File: src/rtl/cpu_run_controller.sv
// Life-cycle sequencer for the 8-bit single-cycle core: streams a program into
// instruction memory, then resets and runs the core with pause/step/abort/halt control.
module cpu_run_controller #(
  parameter int ADDR_W  = 8,
  parameter int INSTR_W = 24,
  parameter int CNT_W   = 16
) (
  input  logic               CLK,
  input  logic               reset,
  input  logic               load_start,
  input  logic               go,
  input  logic               pause,
  input  logic               step,
  input  logic               abort,
  input  logic               in_valid,
  output logic               in_ready,
  input  logic [7:0]         in_data,
  output logic               imem_we,
  output logic [ADDR_W-1:0]  imem_waddr,
  output logic [INSTR_W-1:0] imem_wdata,
  input  logic [ADDR_W-1:0]  pc,
  input  logic [INSTR_W-1:0] instr,
  output logic               core_reset,
  output logic               core_en,
  output logic               loaded,
  output logic               running,
  output logic               halted,
  output logic [CNT_W-1:0]   cycle_count,
  output logic [3:0]         state_dbg
);

  typedef enum logic [3:0] {
    IDLE     = 4'd0,
    LD_HDR   = 4'd1,
    LD_B2    = 4'd2,
    LD_B1    = 4'd3,
    LD_B0    = 4'd4,
    CORE_RST = 4'd5,
    RUN      = 4'd6,
    PAUSE    = 4'd7,
    STEP     = 4'd8,
    HALTED   = 4'd9
  } state_t;

  localparam logic [ADDR_W:0] WORD_ONE  = (ADDR_W + 1)'(1);
  localparam logic [ADDR_W:0] WORD_FULL = (ADDR_W + 1)'(1 << ADDR_W);

  state_t          state, next_state;
  logic [7:0]      b2, b1;
  logic [ADDR_W:0] words_rem;
  logic            last_wr;
  logic            ld_state, xfer, halt_hit;

  // Byte stream: a byte moves when in_valid && in_ready; in_ready is decoded
  // from the state register alone, so the producer never sees a comb path back.
  assign ld_state   = (state == LD_HDR) || (state == LD_B2) || (state == LD_B1) || (state == LD_B0);
  assign in_ready   = ld_state;
  assign xfer       = in_valid && ld_state;
  assign core_en    = (state == CORE_RST) || (state == RUN) || (state == STEP);
  assign core_reset = ld_state || (state == IDLE) || (state == CORE_RST);
  assign running    = (state == RUN) || (state == STEP);
  assign halted     = (state == HALTED);
  assign state_dbg  = state;

  // Always-taken branch whose target is its own address.
  assign halt_hit = (instr[23:20] == 4'b0111) && (instr[15:12] == instr[11:8]) &&
                    (instr[7:0] == pc);

  always_ff @(posedge CLK or posedge reset) begin
    if (reset) state <= IDLE;
    else       state <= next_state;
  end

  always_comb begin
    next_state = state;
    if (abort) begin
      next_state = IDLE;
    end else begin
      case (state)
        IDLE, HALTED: begin
          if (go && loaded)    next_state = CORE_RST;
          else if (load_start) next_state = LD_HDR;
        end
        LD_HDR:   if (xfer) next_state = LD_B2;
        LD_B2:    if (xfer) next_state = LD_B1;
        LD_B1:    if (xfer) next_state = LD_B0;
        LD_B0:    if (xfer) next_state = (words_rem == WORD_ONE) ? IDLE : LD_B2;
        CORE_RST: next_state = RUN;
        RUN: begin
          if (halt_hit)   next_state = HALTED;
          else if (pause) next_state = PAUSE;
        end
        PAUSE: begin
          if (step)    next_state = STEP;
          else if (go) next_state = RUN;
        end
        STEP:     next_state = halt_hit ? HALTED : PAUSE;
        default:  next_state = IDLE;
      endcase
    end
  end

  always_ff @(posedge CLK or posedge reset) begin
    if (reset) begin
      imem_we     <= 1'b0;
      imem_waddr  <= '0;
      imem_wdata  <= '0;
      b2          <= '0;
      b1          <= '0;
      words_rem   <= '0;
      last_wr     <= 1'b0;
      loaded      <= 1'b0;
      cycle_count <= '0;
    end else begin
      imem_we <= 1'b0;
      // The address advances once its write has landed, except after the final word.
      if (imem_we && !last_wr) imem_waddr <= imem_waddr + ADDR_W'(1);
      if (xfer && !abort) begin
        case (state)
          LD_HDR: begin
            words_rem  <= (in_data == 8'd0) ? WORD_FULL : (ADDR_W + 1)'(in_data);
            imem_waddr <= '0;
          end
          LD_B2: b2 <= in_data;
          LD_B1: b1 <= in_data;
          LD_B0: begin
            imem_wdata <= {b2, b1, in_data};
            imem_we    <= 1'b1;
            last_wr    <= (words_rem == WORD_ONE);
            words_rem  <= words_rem - WORD_ONE;
            if (words_rem == WORD_ONE) loaded <= 1'b1;
          end
          default: ;
        endcase
      end
      if ((next_state == LD_HDR) && !ld_state) loaded <= 1'b0;
      if (abort && ld_state)                    loaded <= 1'b0;
      if (state == CORE_RST) begin
        cycle_count <= '0;
      end else if (((state == RUN) || (state == STEP)) && (cycle_count != '1)) begin
        cycle_count <= cycle_count + CNT_W'(1);
      end
    end
  end

endmodule
File: config.mk
export PLATFORM = sky130hd
export DESIGN_NAME = cpu_run_controller
export DESIGN_NICKNAME = d
export VERILOG_FILES = /design/src/rtl/cpu_run_controller.sv
export SDC_FILE = /design/constraint.sdc
export NUM_CORES = 1
export LEC_CHECK = 0
export CAP_MARGIN = 20
export CELL_PAD_IN_SITES_DETAIL_PLACEMENT = 0
export CELL_PAD_IN_SITES_GLOBAL_PLACEMENT = 2
export CORE_ASPECT_RATIO = 1.5
export CORE_MARGIN = 8
export CORE_UTILIZATION = 30
export CTS_BUF_LIST = sky130_fd_sc_hd__clkbuf_16
export CTS_CLUSTER_DIAMETER = 80
export DETAILED_ROUTE_END_ITERATION = 10
export PLACE_DENSITY_LB_ADDON = 0.1
export SYNTH_ARGS = -nofsm -noshare
export SYNTH_HDL_FRONTEND = slang
export SYNTH_SLANG_ARGS = --single-unit
File: constraint.sdc
create_clock -name CLK -period 3.3 [get_ports CLK]
set_clock_uncertainty 0.2 [all_clocks]
set_input_delay 0.495 -clock CLK [delete_from_list [all_inputs] [get_ports CLK]]
set_output_delay 0.495 -clock CLK [all_outputs]
set_load 0.05 [all_outputs]
==> results.json <==
{
  "worst_pin_slew_ps": 756,
  "detailroute.via_count": 3103,
  "portion_of_total_power_attributed_to_combinational_logic": 0.285,
  "grt_start_max_net_pins": 43,
  "power.switching_fraction": 0.334,
  "rsz0062_at_grt": "no",
  "critPathBufInv": 1,
  "regToRegSetupSlack_ps": 760,
  "worst_skew_pair.late_latency_ps": 330,
  "via_count_of_the_first_global_routing_pass": 3300,
  "power_report.internal_total_w": 0.00236,
  "coreArea_mm2": 0.0130,
  "grt_antenna_before_repair": 0,
  "global_route.usage.total": 0.130,
  "cts_tree": "yes",
  "die_x_um": 110,
  "final-hold-violation-count": 0,
  "i_o_pin_count": 107,
  "final.period_utilization": 0.872,
  "synthToLayoutAreaGrowth_pct": 40.0,
  "cp_cell_sequence": "xor2_1 > nor2_1 > clkdlybuf4s50_1",
  "max_slew_margin": 0.496,
  "die_h_um": 157,
  "fp-row-count": 51,
  "nets": 528,
  "cts_made_buffers": 9,
  "fin_hold_ws_ps": 294,
  "crit_path_max_fanout": 12,
  "crit_arrival_ps": 2180,
  "synth_largest_area_cell": "dfrtp_1",
  "setup_viol": 0,
  "crit_type": "register to output pin",
  "final.setup.tns_ps": 0,
  "power_density_mw_per_mm2": 639,
  "timing.max_cap.violations": 0,
  "layout_commonest_cell": "clkdlybuf4s50_1",
  "top_cells_by_area_in_the_synthesized_netlist": "dfrtp_1, mux2_2, xor2_1",
  "dpl.hpwl_mm": 8.03,
  "num-fill-cells": 1272,
  "cts.root.buffer_cell": "clkbuf_16",
  "finalWorstPathRequiredPeriod_ps": 2880,
  "fmaxAchievable_ghz": 0.348,
  "leakagePower_nw": 2.43,
  "globalRoute.totalOverflow": 0,
  "pins_over_their_slew_limit": 0,
  "syn-mean-instance-area_um2": 10.7,
  "grt_first_pass_wirelength_mm": 17.2,
  "timing.critical_path.slowest_cell_delay_ps": 860,
  "cts_max_level": 3,
  "worst_ir_drop_vdd_uv": 309,
  "cp_slowest_cell": "clkdlybuf4s50_1",
  "cp_top_family": "buffers and inverters",
  "yosys_most_used_dff": "dfrtp_1",
  "routed_vias_inst": 4.85,
  "drt_first_iter_violations": 73,
  "yosysWarningCount": 0,
  "globalplace.congestion": 0.740,
  "cts_post_setup_buffers_inserted": 0,
  "path_clk_slew_ps": 60,
  "synthDominantCellAreaShare": 0.506,
  "synth.ff_latch_count": 80,
  "layout.cells.most_common_list": "clkdlybuf4s50_1, dfrtp_1, nor2_1, mux2_2, xor2_1",
  "ctsLongestPathBuffers": 2,
  "critical_path.endpoint_type": "output pin",
  "drt.antenna.violating_nets": 0,
  "clock_power_share": 0.332,
  "syn-num-nets": 420,
  "drt-total-wl_mm": 10.7,
  "synth-async-reset-ratio": 1.00,
  "min-delay-path-class": "register to register",
  "hold_buf_cts": 0,
  "syn-cell-area_mm2": 0.00396,
  "synth-seq-area-share": 0.506,
  "seq_power_share": 0.383,
  "cts_resized": 0,
  "final_layout_size_suffix_gt1_frac": 0.156,
  "initial_core_util": 0.305,
  "drt-pass1-iter-count": 4,
  "count_of_flip_flops_with_a_built_in_enable_after_synthesis": 0,
  "buffer_ports.inserted": 102,
  "p_sw_w": 0.00118,
  "worstPathRequired_ps": 2600,
  "dieArea_mm2": 0.0172,
  "status": "complete, no violations",
  "post_synth_inst_count": 368,
  "antennaDiodeCount": 0,
  "average_wire_per_cell_in_the_routed_design_um": 16.7,
  "ys_types": 44,
  "drc_errors": 0,
  "timing.critical_path.from_type": "register",
  "clock-sinks": 80
}
-- flip-flops by register name, summed over array words and instances (netlist names) --
| signal | count |
|---|---|
| b1 | 8 |
| cycle_count | 16 |
| imem_wdata | 24 |
| imem_waddr | 8 |
| words_rem | 9 |
| state_dbg | 4 |
| imem_we | 1 |
| last_wr | 1 |
| loaded | 1 |
| b2 | 8 |
-- synthesized netlist by cell type, drive strengths merged, types with 2 or more instances --
master and n:
ha 4, nand3b 3, nor3b 3, dfrtp 80
a2111oi 2, nor2 47, o22ai 2, xor2 31
a22oi 2, nand3 14, nand2b 6, a21oi 15
nand2 20, xnor2 6, nor3 10, clkbuf 9
inv 9, nor4 9, nand4 9, nor2b 3
o21ai 20, and3 3, mux2i 2, mux2 40
or3 2, buf 5
-- metal layers --
metal	routed length (um)	global-route usage
met5	0	0
met4	132	0.0433
met3	612	0.0391
met2	5640	0.223
met1	4320	0.147
-- metrics by stage --
stage          utilization  instances  instance area [um^2]  total power, W  setup WS (ps)
2_1_floorplan            -        368                  3960         0.00202            328
3_3_place_gp         0.400        624                  5180         0.00238            414
3_5_place_dp         0.400        624                  5180         0.00240            407
4_1_cts              0.427        640                  5540         0.00359            376
5_1_grt              0.427        640                  5540         0.00372            318
6_report             0.427        640                  5540         0.00354            423
-- tightest hold or removal path: stages, from the launching register on --
cell     delay (ps)
dfrtp_1         350
nand2_1          50
o21ai_0          60
-- logic make-up (layout without fill, tap and decap cells) --
logic type / after synthesis / count (layout) / share of synthesized area
and+or+nand+nor: 133 / 133 / 0.178
DFF: 80 / 80 / 0.506
AOI/OAI and AO/OA: 49 / 49 / 0.0766
muxes: 42 / 42 / 0.119
xor gates and xnor gates: 37 / 37 / 0.0819
buffers and inverters: 23 / 136 / 0.0253
adders and majority gates: 4 / 4 / 0.0127
-- path summary, 6_finish.rpt --
kind                              startpoint               to  cells after the start
max in group asynchronous              reset     words_rem[4]                      3
worst min-delay path                 last_wr          last_wr                      2
worst max-delay path            state_dbg[2]         in_ready                      3
worst max register to register  state_dbg[2]  cycle_count[15]                      7
worst min register to register       last_wr          last_wr                      2
min in group asynchronous              reset   cycle_count[7]                      2
-- power by group through the flow --
stage | clock [W] | combinational [W] | sequential (W)
after floorplan | 0 | 0.000401 | 0.00162
after global placement | 0 | 0.00101 | 0.00137
after detailed placement | 0 | 0.00102 | 0.00137
after CTS | 0.00121 | 0.00102 | 0.00136
after global routing | 0.00125 | 0.00109 | 0.00139
final | 0.00117 | 0.00101 | 0.00135
-- area by class of cell --
cell class	count	area [um^2]	area share
sequential	80	2000	0.362
multi-input combinational	265	1850	0.335
timing repair buffer	111	1100	0.198
clock buffer	9	225	0.0407
tap	159	199	0.0359
clock inverter	7	126	0.0228
inverter	9	35.0	0.00633
(Power assumes the default switching activity.)
